File: src/rtl/binary_bcd_seq.sv
// Sequential binary-to-BCD converter (double dabble), one operand bit per clock, MSB first.
// Optional sticky overflow detection is built when BINARY_BCD_SEQ_OVF_EN is defined.
module binary_bcd_seq #(
  parameter int BIN_W  = 8,
  parameter int DIGITS = 3
) (
  input  logic                  clk,
  input  logic                  reset,
  input  logic                  start,
  input  logic [BIN_W-1:0]      bin_in,
  output logic                  busy,
  output logic                  done,
  output logic [4*DIGITS-1:0]   bcd_out,
  output logic                  overflow
);

  localparam int ACC_W = 4 * DIGITS;
  localparam int CNT_W = $clog2(BIN_W + 1);

  typedef enum logic {
    IDLE  = 1'b0,
    SHIFT = 1'b1
  } state_t;

  state_t             state, state_nxt;
  logic [CNT_W-1:0]   cnt, cnt_nxt;
  logic [BIN_W-1:0]   opnd, opnd_nxt;
  logic [ACC_W-1:0]   acc, acc_nxt, acc_adj;
  logic [ACC_W-1:0]   bcd_nxt;
  logic               done_nxt;
  logic               accept;
  logic               last_step;

  assign accept    = (state == IDLE) && start;
  assign last_step = (state == SHIFT) && (cnt == CNT_W'(1));
  assign busy      = (state == SHIFT);

  // Add-3 correction on every digit that would reach 10 or more after doubling.
  always_comb begin
    acc_adj = acc;
    for (int i = 0; i < DIGITS; i++) begin
      if (acc[4*i +: 4] >= 4'd5) begin
        acc_adj[4*i +: 4] = acc[4*i +: 4] + 4'd3;
      end
    end
  end

  always_comb begin
    state_nxt = state;
    cnt_nxt   = cnt;
    opnd_nxt  = opnd;
    acc_nxt   = acc;
    bcd_nxt   = bcd_out;
    done_nxt  = 1'b0;
    case (state)
      IDLE: begin
        if (start) begin
          state_nxt = SHIFT;
          opnd_nxt  = bin_in;
          acc_nxt   = '0;
          cnt_nxt   = CNT_W'(BIN_W);
        end
      end
      SHIFT: begin
        // The top bit of the corrected accumulator falls off here (result is mod 10^DIGITS).
        acc_nxt  = ACC_W'({acc_adj, opnd[BIN_W-1]});
        opnd_nxt = opnd << 1;
        cnt_nxt  = cnt - CNT_W'(1);
        if (cnt == CNT_W'(1)) begin
          bcd_nxt   = acc_nxt;
          done_nxt  = 1'b1;
          state_nxt = IDLE;
        end
      end
      default: begin
        state_nxt = IDLE;
      end
    endcase
  end

  always_ff @(posedge clk or posedge reset) begin
    if (reset) begin
      state   <= IDLE;
      cnt     <= '0;
      opnd    <= '0;
      acc     <= '0;
      bcd_out <= '0;
      done    <= 1'b0;
    end else begin
      state   <= state_nxt;
      cnt     <= cnt_nxt;
      opnd    <= opnd_nxt;
      acc     <= acc_nxt;
      bcd_out <= bcd_nxt;
      done    <= done_nxt;
    end
  end

`ifdef BINARY_BCD_SEQ_OVF_EN
  logic ovf_flag;
  logic carry_out;

  assign carry_out = acc_adj[ACC_W-1];

  always_ff @(posedge clk or posedge reset) begin
    if (reset) begin
      ovf_flag <= 1'b0;
      overflow <= 1'b0;
    end else begin
      if (accept) begin
        ovf_flag <= 1'b0;
      end else if (state == SHIFT) begin
        ovf_flag <= ovf_flag | carry_out;
      end
      if (last_step) begin
        overflow <= ovf_flag | carry_out;
      end
    end
  end
`else
  logic unused_ctl;
  assign unused_ctl = accept ^ last_step;
  assign overflow   = 1'b0 & unused_ctl;
`endif

endmodule

File: config.mk
export PLATFORM = sky130hd
export DESIGN_NAME = binary_bcd_seq
export DESIGN_NICKNAME = d
export VERILOG_FILES = /design/src/rtl/binary_bcd_seq.sv
export SDC_FILE = /design/constraint.sdc
export NUM_CORES = 1
export LEC_CHECK = 0
export BUFFER_PORTS_ARGS = -buffer_cell sky130_fd_sc_hd__clkbuf_2
export CORE_UTILIZATION = 45
export CTS_BUF_LIST = sky130_fd_sc_hd__clkbuf_8
export CTS_CLUSTER_DIAMETER = 60
export DETAILED_ROUTE_END_ITERATION = 7
export PLACE_DENSITY_LB_ADDON = 0.1
export SYNTH_ARGS = -nofsm -noshare
export SYNTH_HDL_FRONTEND = slang
export SYNTH_SLANG_ARGS = --single-unit
File: constraint.sdc
create_clock -name clk -period 1.78 [get_ports clk]
set_input_delay 0.178 -clock clk [delete_from_list [all_inputs] [get_ports clk]]
set_output_delay 0.178 -clock clk [all_outputs]
set_load 0.005 [all_outputs]
# After elaboration in Yosys (flattened, before gate mapping)
# Index checks and enable logic that the tools add are counted.
# word_totals
reg_bits	38
latch_bits	0
ramBits	0
rom_bits	0
input_bits	11
output_inout_bits	15
word_cells	31
mem_count	0
# op_classes
addsub	4
multipliers	0
n_div	0
magnitude_cmp	3
n_eq_ne	2
shifts	0
mux	14
bitwise	1
n_reduce_logical	1
# op_table
operator	n
$pmux W12 S2	1
$pmux W8 S2	1
$ge A4 B3 Y1 const B	3
$mux W12	1
$mux W4	3
$add A4 B2 Y4 const B	2
$mux W8	1
$pmux W4 S2	1
$eq A4 B1 Y1 const B	1
$mux W1	4
$sub A4 B1 Y4 const B	1
$add A3 B2 Y3 const B	1
$mux W3	1
$ne A2 B2 Y1 const B	1
$pmux W1 S2	1
$reduce_and A2 Y1	1
$not A1 Y1	1

# Logic depth before layout (Yosys ltp)
# Gate-level depths: netlist (run 1).
# logic_depth
word_depth	3
depth_mapped	7
depth_no_buf	6

# Worst setup path before layout (run 1)
# Ideal clock, no wire load.
# synth_timing
path_type	flip-flop to flip-flop
startpoint	register state (netlist: busy)
endpoint	register bcd_out[10]
setup_ns	0.125
arrival_time_ns	1.510
required_ns	1.655
slack_ns	0.145
stages_incl_launch_ff	6
path_buffers	1
period_less_slack_ns	1.635
path_cell_list	dfrtp_1 -> inv_2 -> or4b_1 -> buf_2 -> clkinv_4 -> mux2_2
# synth_between
elab_chain_len	1
# synth_lines
element	line	source
start: declaration	25	state_t state, state_nxt;
start signal: assignment	90	state <= state_nxt;
$reduce_and A2 Y1 (no line)	-	
end signal: assignment	94	bcd_out <= bcd_nxt;
end: declaration	13	output logic [4*DIGITS-1:0] bcd_out,
# No other way between the ends.
# A chain may end at the register's enable or synchronous reset.

# Final worst setup path (run 1)
# layout_timing
startpoint	register cnt[1]
endpoint	register bcd_out[10]
# layout_between
elab_chain_len	2
# layout_lines
element	line	source
start: declaration	26	logic [CNT_W-1:0] cnt, cnt_nxt;
start signal: assignment	91	cnt <= cnt_nxt;
$eq A4 B1 Y1	69	if (cnt == CNT_W'(1)) begin
$reduce_and A2 Y1 (no line)	-	
# No other way between the ends.

==> results by group, run 1 <==
STA
  • Min Clock Period, post-route: ~1700 ps
  • Final Cycle Share: 94.44%
  • Unrepaired setup endpoints after global routing: no
  • Fmax: 594.9 MHz
  • # setup viols final: 0
  • Clock Skew: between 6 and 7 ps
  • Setup TNS Final: 0 ps
  • Final Hold Vio Count: 0
  • Slew Limit Fails: 0

Drt
  • 1st-pass router iterations: 4
  • Post-DRT Antenna Nets: 0
  • DR vias/cell: 5.051
  • Routed WL: 3.299 mm
  • DR DRC count: 0
  • Wire length per cell: 12.94 um
  • Starting DRC count in detailed routing: 66
  • Vias post-DR: 1,288

Worst setup path
  • WS Path Type: reg2reg
  • Worst Path Required: 1960 ps
  • Crit start category: flip-flop
  • Max incr delay on CP: 510 ps
  • Critical-path cell list: inv_1 -> ha_1 -> or4b_1 -> clkinv_4 -> mux2_2
  • CP max-delay cell: or4b_1
  • CP Data Arrival Time: around 1900 ps
  • Worst Path Max Fanout: 9
  • CP Capture Type: flip-flop

Run status
  • Status: completed

Clock tree
  • H-tree lvl count: 2
  • Clock Path Buffers: 2
  • Root Buffer: clkbuf_8
  • Clk pin slew, worst setup/hold paths: 70 ps
  • CTS tree: built
  • CTS Sinks: 38
  • Num CTS Buffers: 5
  • Clk_lat worst skew: 290 ps
  • Post-CTS setup buffers: 0

Logic synthesis
  • Post-synth EDFFs: 0
  • Count leader, synth: dfrtp_1
  • #FFs+latches synth: 38
  • Area share of and/or/nand/nor cells after synthesis: 12.47%
  • Cell taking the most area after synthesis: dfrtp_1
  • Xor/xnor share of the synthesized area: 1.951%
  • Mapped Cells: roughly 180
  • Yosys warns: 0
  • Post-synth cell types: 29
  • Main flop type after synthesis: dfrtp_1
  • Seq/Total Area, Yosys: 52.96%
  • Synth top cells by count: dfrtp_1, nand2_1, o21ai_0
  • Compound-Gate Fraction of Synth Area: a little over an eighth
  • Asr flop ratio synth: between 90% and 100%
  • Top cell type's share of synthesized area: 52.96%
  • Most area-consuming cells after synthesis: dfrtp_1, nand2_1, ha_1
  • Multiplexer share of the synthesized area: 8.711%
  • Syn Nets: around 200
  • Post-Synthesis Cell Area: between 1500 and 2000 sq um
  • Post-Synth Adder-Cell Area: under 10%
  • Combinational family with the most area after synthesis: compound AO/OA/AOI/OAI gates
  • Post-Syn Area per Cell: 10.14 sq um

Die
  • Chip Width: between 60 and 70 um
  • Die area: 4246 sq um
  • # IOs: 26
  • # rows: 22
  • Die Ht: 65.17 um
  • CORE AREA: 3744 sq um
  • Initial Utilization: between 40% and 50%

Hold path
  • Hold Crit Class: in2reg

Global route
  • Largest net degree at the start of global routing: 39
  • Initial antenna violation count: 0
  • Number of global-route vias before repair: approximately 1.3k
  • First-pass GRT wire length: slightly below 6 mm
  • Grt total ovfl: 0
  • GRT Total Usage: 18.59%

Placement
  • Post-DP HPWL: 2.287 mm
  • # port buffers: 24
  • Final Wtd Congestion: 0.7874

Run
  • Max-cap violations: 0

Cells and area
  • Syn-to-layout area delta: 17.35%
  • Nets: 225
  • Layout cells sized above 1: 22.71%
  • ANT cells: 0
  • # fillers: 345
  • Fin util: 56.28%

Power and ir drop
  • Peak VDD IR: ~800 uV
  • PwrDens: around 1800 nW/um^2
  • Leakage power: 1.038 nW
## where the power goes
group          switching, mW  internal (mW)  total (mW)
clock                  0.297          0.391       0.688
sequential             0.260           1.23        1.49
combinational          0.802          0.743        1.55
## registers in the layout, summed over array words and instances, names as in the netlist
register / flops
acc: 12
done: 1
cnt: 4
opnd: 8
bcd_out: 12
busy: 1
## area by class of cell
cell class	instances	area [sq um]	area share (%)
sequential	38	950.9	45.13
multi-input combinational	118	760.7	36.10
timing repair buffer	31	175.2	8.314
clock buffer	8	110.1	5.226
tap	48	60.06	2.850
inverter	12	50.05	2.375
## kinds of logic after synthesis
kind of cell | count (synthesis)
buffers and inverters | 21
multiplexers | 15
other | 1
adder cells (fa/ha/maj) | 8
flip-flops | 38
AND/OR/NAND/NOR | 49
AO/OA/AOI/OAI | 41
XOR/XNOR | 4
## cell usage in the layout (no fill, tap or decap)
cell and instances:
inv_2 1, a21oi_1 8, ha_1 7, nor3b_1 4
or4b_1 1, o22a_1 1, a21oi_2 1, buf_4 6
mux2_2 5, ha_2 1, mux2i_1 10, inv_1 10
nor2_1 5, or3_1 1, nand2b_1 3, clkinv_4 1
nand2_1 28, a31oi_1 1, dlygate4sd3_1 1, a21o_1 3
o21ai_1 6, a22o_1 2, nand3_1 2, clkbuf_8 8
clkbuf_2 24, o22ai_1 6, o21ai_0 12, conb_1 1
xnor2_1 4, o31ai_1 1, dfrtp_1 38, nor3_1 5
## worst paths after layout
kind	slack, ps	cells past startpoint	start	to
max	100	5	cnt[1]	bcd_out[10]
min	150	3	bin_in[0]	opnd[0]
max reg2reg	100	5	cnt[1]	bcd_out[10]
min reg2reg	490	2	bcd_out[2]	bcd_out[2]
max in group asynchronous	920	4	reset	opnd[2]
min in group asynchronous	520	4	reset	acc[2]
## routing by layer
layer / vias up / global-route usage [%] / wire length [um] / share of wire [%]
met5: - / 0 / 0 / 0
met4: 0 / 8.967 / 61 / 1.8
met3: 4 / 5.208 / 103 / 3.1
met2: 21 / 30.03 / 1572 / 48
met1: 606 / 22.81 / 1561 / 47
li1: 657 / - / - / -
## critical path, delay by kind of cell, from the launching register on
kind          cells  cell delay (ps)
fa+ha+maj         1              130
mux               1              330
buf+inv           2              200
flops             1              390
simple gates      1              510
## repair_timing
action                     4_1_cts  5_1_grt
hold buffers                     1        0
hold endpoints to repair        38        0
setup endpoints to repair        0        1
resized for setup                0        2
## stage by stage
stage / power [mW] / instances / instance area, sq um / setup WS (ps) / hold WS, ps
floorplan: 2.615 / 177 / 1795 / 145.0 / 334.4
global placement: 2.983 / 246 / 1981 / 146.3 / 292.1
detailed placement: 3.060 / 246 / 1981 / 97.54 / 299.8
CTS: 3.758 / 255 / 2101 / 84.17 / 163.6
global route: 4.066 / 255 / 2107 / 16.51 / 194.3
finish: 3.726 / 255 / 2107 / 99.02 / 154.8
Note: power is estimated with default switching activity, not from simulation.
==> run 2: changes to the inputs <==
- CORE_UTILIZATION: 45 -> 56
==> results by group, run 2 (synthesis results as in run 1) <==
STA
  • Slew Limit Fails: 0
  • Clock Skew: 5.965 ps
  • Fmax: 600.0 MHz
  • Final Hold Vio Count: 0
  • Final Cycle Share: 93.63%
  • # setup viols final: 0
  • Min Clock Period, post-route: 1667 ps
  • Setup TNS Final: 0 ps
  • Unrepaired setup endpoints after global routing: no
  • Worst Hold Slack: between 100 and 150 ps

Cells and area
  • ANT cells: 0
  • Commonest non-fill, non-tap cell in the layout: dfrtp_1
  • # fillers: 268
  • Most frequent cells in the layout: dfrtp_1, nand2_1, clkbuf_2
  • Design Area, Final: approximately 2100 sq um
  • Largest regs: acc: 12 flops, bcd_out: 12 flops, opnd: 8 flops
  • Syn-to-layout area delta: 16.45%
  • Layout cells sized above 1: 22.60%
  • Nets: 226

Die
  • # rows: 20
  • # IOs: 26
  • Die area: 3437 sq um
  • CORE AREA: 3053 sq um
  • Die Ht: a little under 60 um
  • Chip Width: about 59 um
  • Initial Utilization: 58.81%

Worst setup path
  • R2r startpoint: cnt[1]
  • Crit start category: flip-flop
  • Worst R2R Path Depth: 5
  • Worst Path Required: 1960 ps
  • Critical Path Source: cnt[1]
  • Worst Path Max Fanout: 9
  • WS Path Type: reg2reg
  • CP Data Arrival Time: 1840 ps
  • CP Capture Type: flip-flop

Power and ir drop
  • Peak VDD IR: 776.0 uV
  • PwrDens: 1760 nW/um^2
  • Leakage power: 1.038 nW

Global route
  • Largest net degree at the start of global routing: 32
  • GRT Total Usage: 23.52%
  • Initial antenna violation count: 0
  • Number of global-route vias before repair: 1,278
  • Grt total ovfl: 0
  • First-pass GRT wire length: 5.837 mm

Placement
  • # port buffers: 24
  • Post-DP Area: 1983 sq um
  • Final Wtd Congestion: approximately 0.8
  • Post-DP HPWL: 2.335 mm

Drt
  • Routed WL: 3.329 mm
  • DR DRC count: 0
  • Post-DRT Antenna Nets: 0
  • Starting DRC count in detailed routing: 20
  • Wire length per cell: 13.21 um
  • 1st-pass router iterations: 4
  • Vias post-DR: 1,324
  • DR vias/cell: 5.254

Run status
  • Status: completed

Clock tree
  • Clock Path Buffers: 2
  • Clk_lat worst skew: 290 ps
  • Clk pin slew, worst setup/hold paths: around 70 ps
  • Num CTS Buffers: 5
  • CTS tree: built
  • Root Buffer: clkbuf_8
  • H-tree lvl count: 2
  • CTS Sinks: 38

Hold path
  • Hold Path Stages: 3
  • Hold Crit Class: in2reg
  • Min-delay src: bin_in[0]

Run
  • Max-cap violations: 0
## run 2: changes by cell type in the layout (fill, tap and decap cells not counted)
| cell | change |
|---|---|
| clkbuf_8 | -2 |
| buf_4 | +1 |
| clkinv_2 | +1 |
| inv_1 | +1 |
| o21ai_0 | -1 |
| o21ai_1 | +1 |
## run 2: final timing paths
path | endpoint | slack, ps
max | bcd_out[1] | 110
min | opnd[0] | 130
max reg2reg | bcd_out[1] | 110
min reg2reg | bcd_out[0] | 490
max in group asynchronous | opnd[1] | 1110
min in group asynchronous | bcd_out[7] | 450
## run 2: cell type report
| cell class | instances | area (sq um) | area share, % |
|---|---|---|---|
| inverters | 12 | 50.05 | 2.394 |
| clock inverters | 2 | 8.758 | 0.4189 |
| well taps | 44 | 55.05 | 2.633 |
| flip-flops and latches | 38 | 950.9 | 45.48 |
| multi-input cells | 118 | 760.7 | 36.39 |
| repair buffers | 32 | 182.7 | 8.737 |
| clock buffers | 6 | 82.58 | 3.950 |
## run 2: what timing repair did
item                                    CTS  global route
endpoints found under the hold margin    38             0
hold buffers                              1             0
gates resized for setup                   0             3
setup buffers                             0             0
endpoints found under the setup margin    0             1
## run 2: layer usage
metal	GRT usage [%]	wire, um	part of all wire [%]	up-vias
met1	29.36	1488	45	630
met4	10.20	53	1.6	0
li1	-	-	-	657
met2	38.42	1658	50	32
met5	0	0	0	-
met3	6.593	129	3.9	5
## run 2: per-stage QoR
stage / util (%) / power (mW) / setup slack (ps) / cells
floorplan: - / 2.615 / 145.0 / 177
global placement: 64.96 / 2.971 / 151.4 / 243
detailed placement: 64.96 / 3.068 / 85.61 / 243
CTS: 68.28 / 3.693 / 57.37 / 252
global route: 68.48 / 4.006 / 31.08 / 252
finish: 68.48 / 3.680 / 113.4 / 252
## run 2: critical path, cell delays in order, from the launching register on
cell and delay [ps]:
dfrtp_1 390, inv_1 80, ha_1 130, or4b_1 520
clkinv_4 120, mux2_2 330
## run 2: power by group
group	leakage [nW]	internal (mW)	switching, mW
registers	0.480	1.23	0.263
clock network	0.0524	0.307	0.296
logic	0.506	0.748	0.833
==> run 3: changes to the inputs <==
- CORE_UTILIZATION: 56 -> 35
==> results by group, run 3 (synthesis results as in run 1) <==
STA
  • Unrepaired setup endpoints after global routing: no
  • Clock Skew: 5.377 ps
  • Slew Limit Fails: 0
  • # setup viols final: 0
  • Fmax: 595.5 MHz
  • Min Clock Period, post-route: 1679 ps
  • Final Cycle Share: 94.34%
  • Final Hold Vio Count: 38
  • Setup TNS Final: 0 ps
  • Worst Hold Slack: -18.32 ps

Worst setup path
  • Worst Path Max Fanout: 5
  • CP Data Arrival Time: around 1900 ps
  • CP Capture Type: flip-flop
  • WS Path Type: reg2reg
  • Worst Path Required: 1980 ps
  • Crit start category: flip-flop

Power and ir drop
  • Peak VDD IR: 684.2 uV
  • Leakage power: 1.032 nW
  • Psw: between 1 and 1.5 mW
  • Switching share of power: between 30 and 40%
  • Sequential Power Share: 41.1%
  • Clock power frac: 16.5%
  • Internal power: about 2.3 mW
  • Comb pwr share: 42.5%
  • PwrDens: 1729 nW/um^2

Die
  • Die Ht: 73.63 um
  • # IOs: 26
  • Die area: 5421 sq um
  • CORE AREA: 4817 sq um
  • Chip Width: 73.63 um
  • Initial Utilization: 37.27%
  • # rows: 25

Clock tree
  • Clk pin slew, worst setup/hold paths: 70 ps
  • Clock Path Buffers: 2
  • Clk_lat worst skew: 280 ps
  • Post-CTS setup buffers: 0
  • CTS tree: built
  • H-tree lvl count: 2
  • Num CTS Buffers: 5
  • Root Buffer: clkbuf_8
  • Post-CTS Hold Buffers: 0
  • CTS Sinks: 38

Global route
  • GRT Total Usage: between 10% and 20%
  • Largest net degree at the start of global routing: 39
  • First-pass GRT wire length: a little under 6 mm
  • Number of global-route vias before repair: 1,282
  • Initial antenna violation count: 0
  • Grt total ovfl: 0

Drt
  • DR vias/cell: 4.780
  • Met3 Wirelength: ~110 um
  • DR DRC count: 0
  • Wire length on met2: 1.591 mm
  • 1st-pass router iterations: 4
  • Post-DRT Antenna Nets: 0
  • Wire length per cell: 12.10 um
  • Metal1 wirelength: 1.566 mm
  • Vias post-DR: about 1.3k
  • Top sig layer: met4
  • Starting DRC count in detailed routing: 82
  • Routed WL: 3.303 mm

Cells and area
  • Commonest non-fill, non-tap cell in the layout: dfrtp_1
  • Fin util: approximately 44%
  • Syn-to-layout area delta: 17.14%
  • Nets: around 220
  • # fillers: 508
  • Design Area, Final: approximately 2100 sq um
  • Layout cells sized above 1: 22.33%
  • Largest regs: acc: 12 flops, bcd_out: 12 flops, opnd: 8 flops
  • ANT cells: 0
  • Most frequent cells in the layout: dfrtp_1, nand2_1, clkbuf_2

Run status
  • Failing checks: negative hold slack
  • Status: complete, but fails checks

Placement
  • Post-DP HPWL: 2.301 mm
  • # port buffers: 24
  • Final Wtd Congestion: 0.8000
  • Post-DP Area: 2004 sq um

Hold path
  • Hold Crit Class: in2async

Run
  • Max-cap violations: 0
[run 3: cell types whose count changed in the layout (fill, tap and decap cells not counted), sizes merged]
cell | before | now
buf | 7 | 6
dlygate4sd3 | 1 | 0
[run 3: final timing paths]
kind                       slack (ps)         end       start  cells after the start
max in group asynchronous        1470      cnt[2]       reset                      3
setup reg to reg                  100      acc[2]      acc[0]                      6
setup / recovery                  100      acc[2]      acc[0]                      6
hold reg to reg                   480  bcd_out[0]  bcd_out[0]                      2
hold / removal                    -20  bcd_out[3]       reset                      3
min in group clk                  140     opnd[0]   bin_in[0]                      3
[run 3: per-stage QoR]
stage,setup slack (ps),power (mW),instances
floorplan,145.0,2.615,177
global placement,143.3,3.008,265
detailed placement,87.54,3.056,265
CTS,71.44,3.678,273
global route,21.72,3.995,273
finish,100.7,3.637,273
[run 3: critical path: stages (launching register included)]
cell      delay (ps)
dfrtp_1          430
inv_1            100
ha_1             240
nand2b_1         110
a21oi_2          190
mux2_2           380
o21ai_0          150
[run 3: power by group through the flow]
stage / sequential, mW / clock, mW / combinational (mW)
floorplan: 1.47 / 0 / 1.15
global route: 1.55 / 0.660 / 1.78
detailed placement: 1.51 / 0 / 1.55
CTS: 1.49 / 0.627 / 1.56
global placement: 1.50 / 0 / 1.51
finish: 1.49 / 0.599 / 1.54
[run 3: area by class of cell]
type                    count  area [sq um]  share of cell area [%]
flip-flops and latches     38         950.9                   45.21
clock buffers               6         82.58                   3.926
repair buffers             30         165.2                   7.852
well taps                  67         83.83                   3.986
multi-input cells         118         762.0                   36.23
clock inverters             2         8.758                  0.4164
inverters                  12         50.05                   2.380
[run 3: repair_timing]
| item | in CTS | in global routing |
|---|---|---|
| gates resized for setup | 0 | 2 |
| setup endpoints to repair | 0 | 4 |
| endpoints found under the hold margin | 0 | 0 |
[run 3: layer usage]
metal	global-route usage [%]	vias up
met2	24.46	22
met1	17.33	621
li1	-	657
met5	0	-
met3	3.292	5
met4	5.769	0
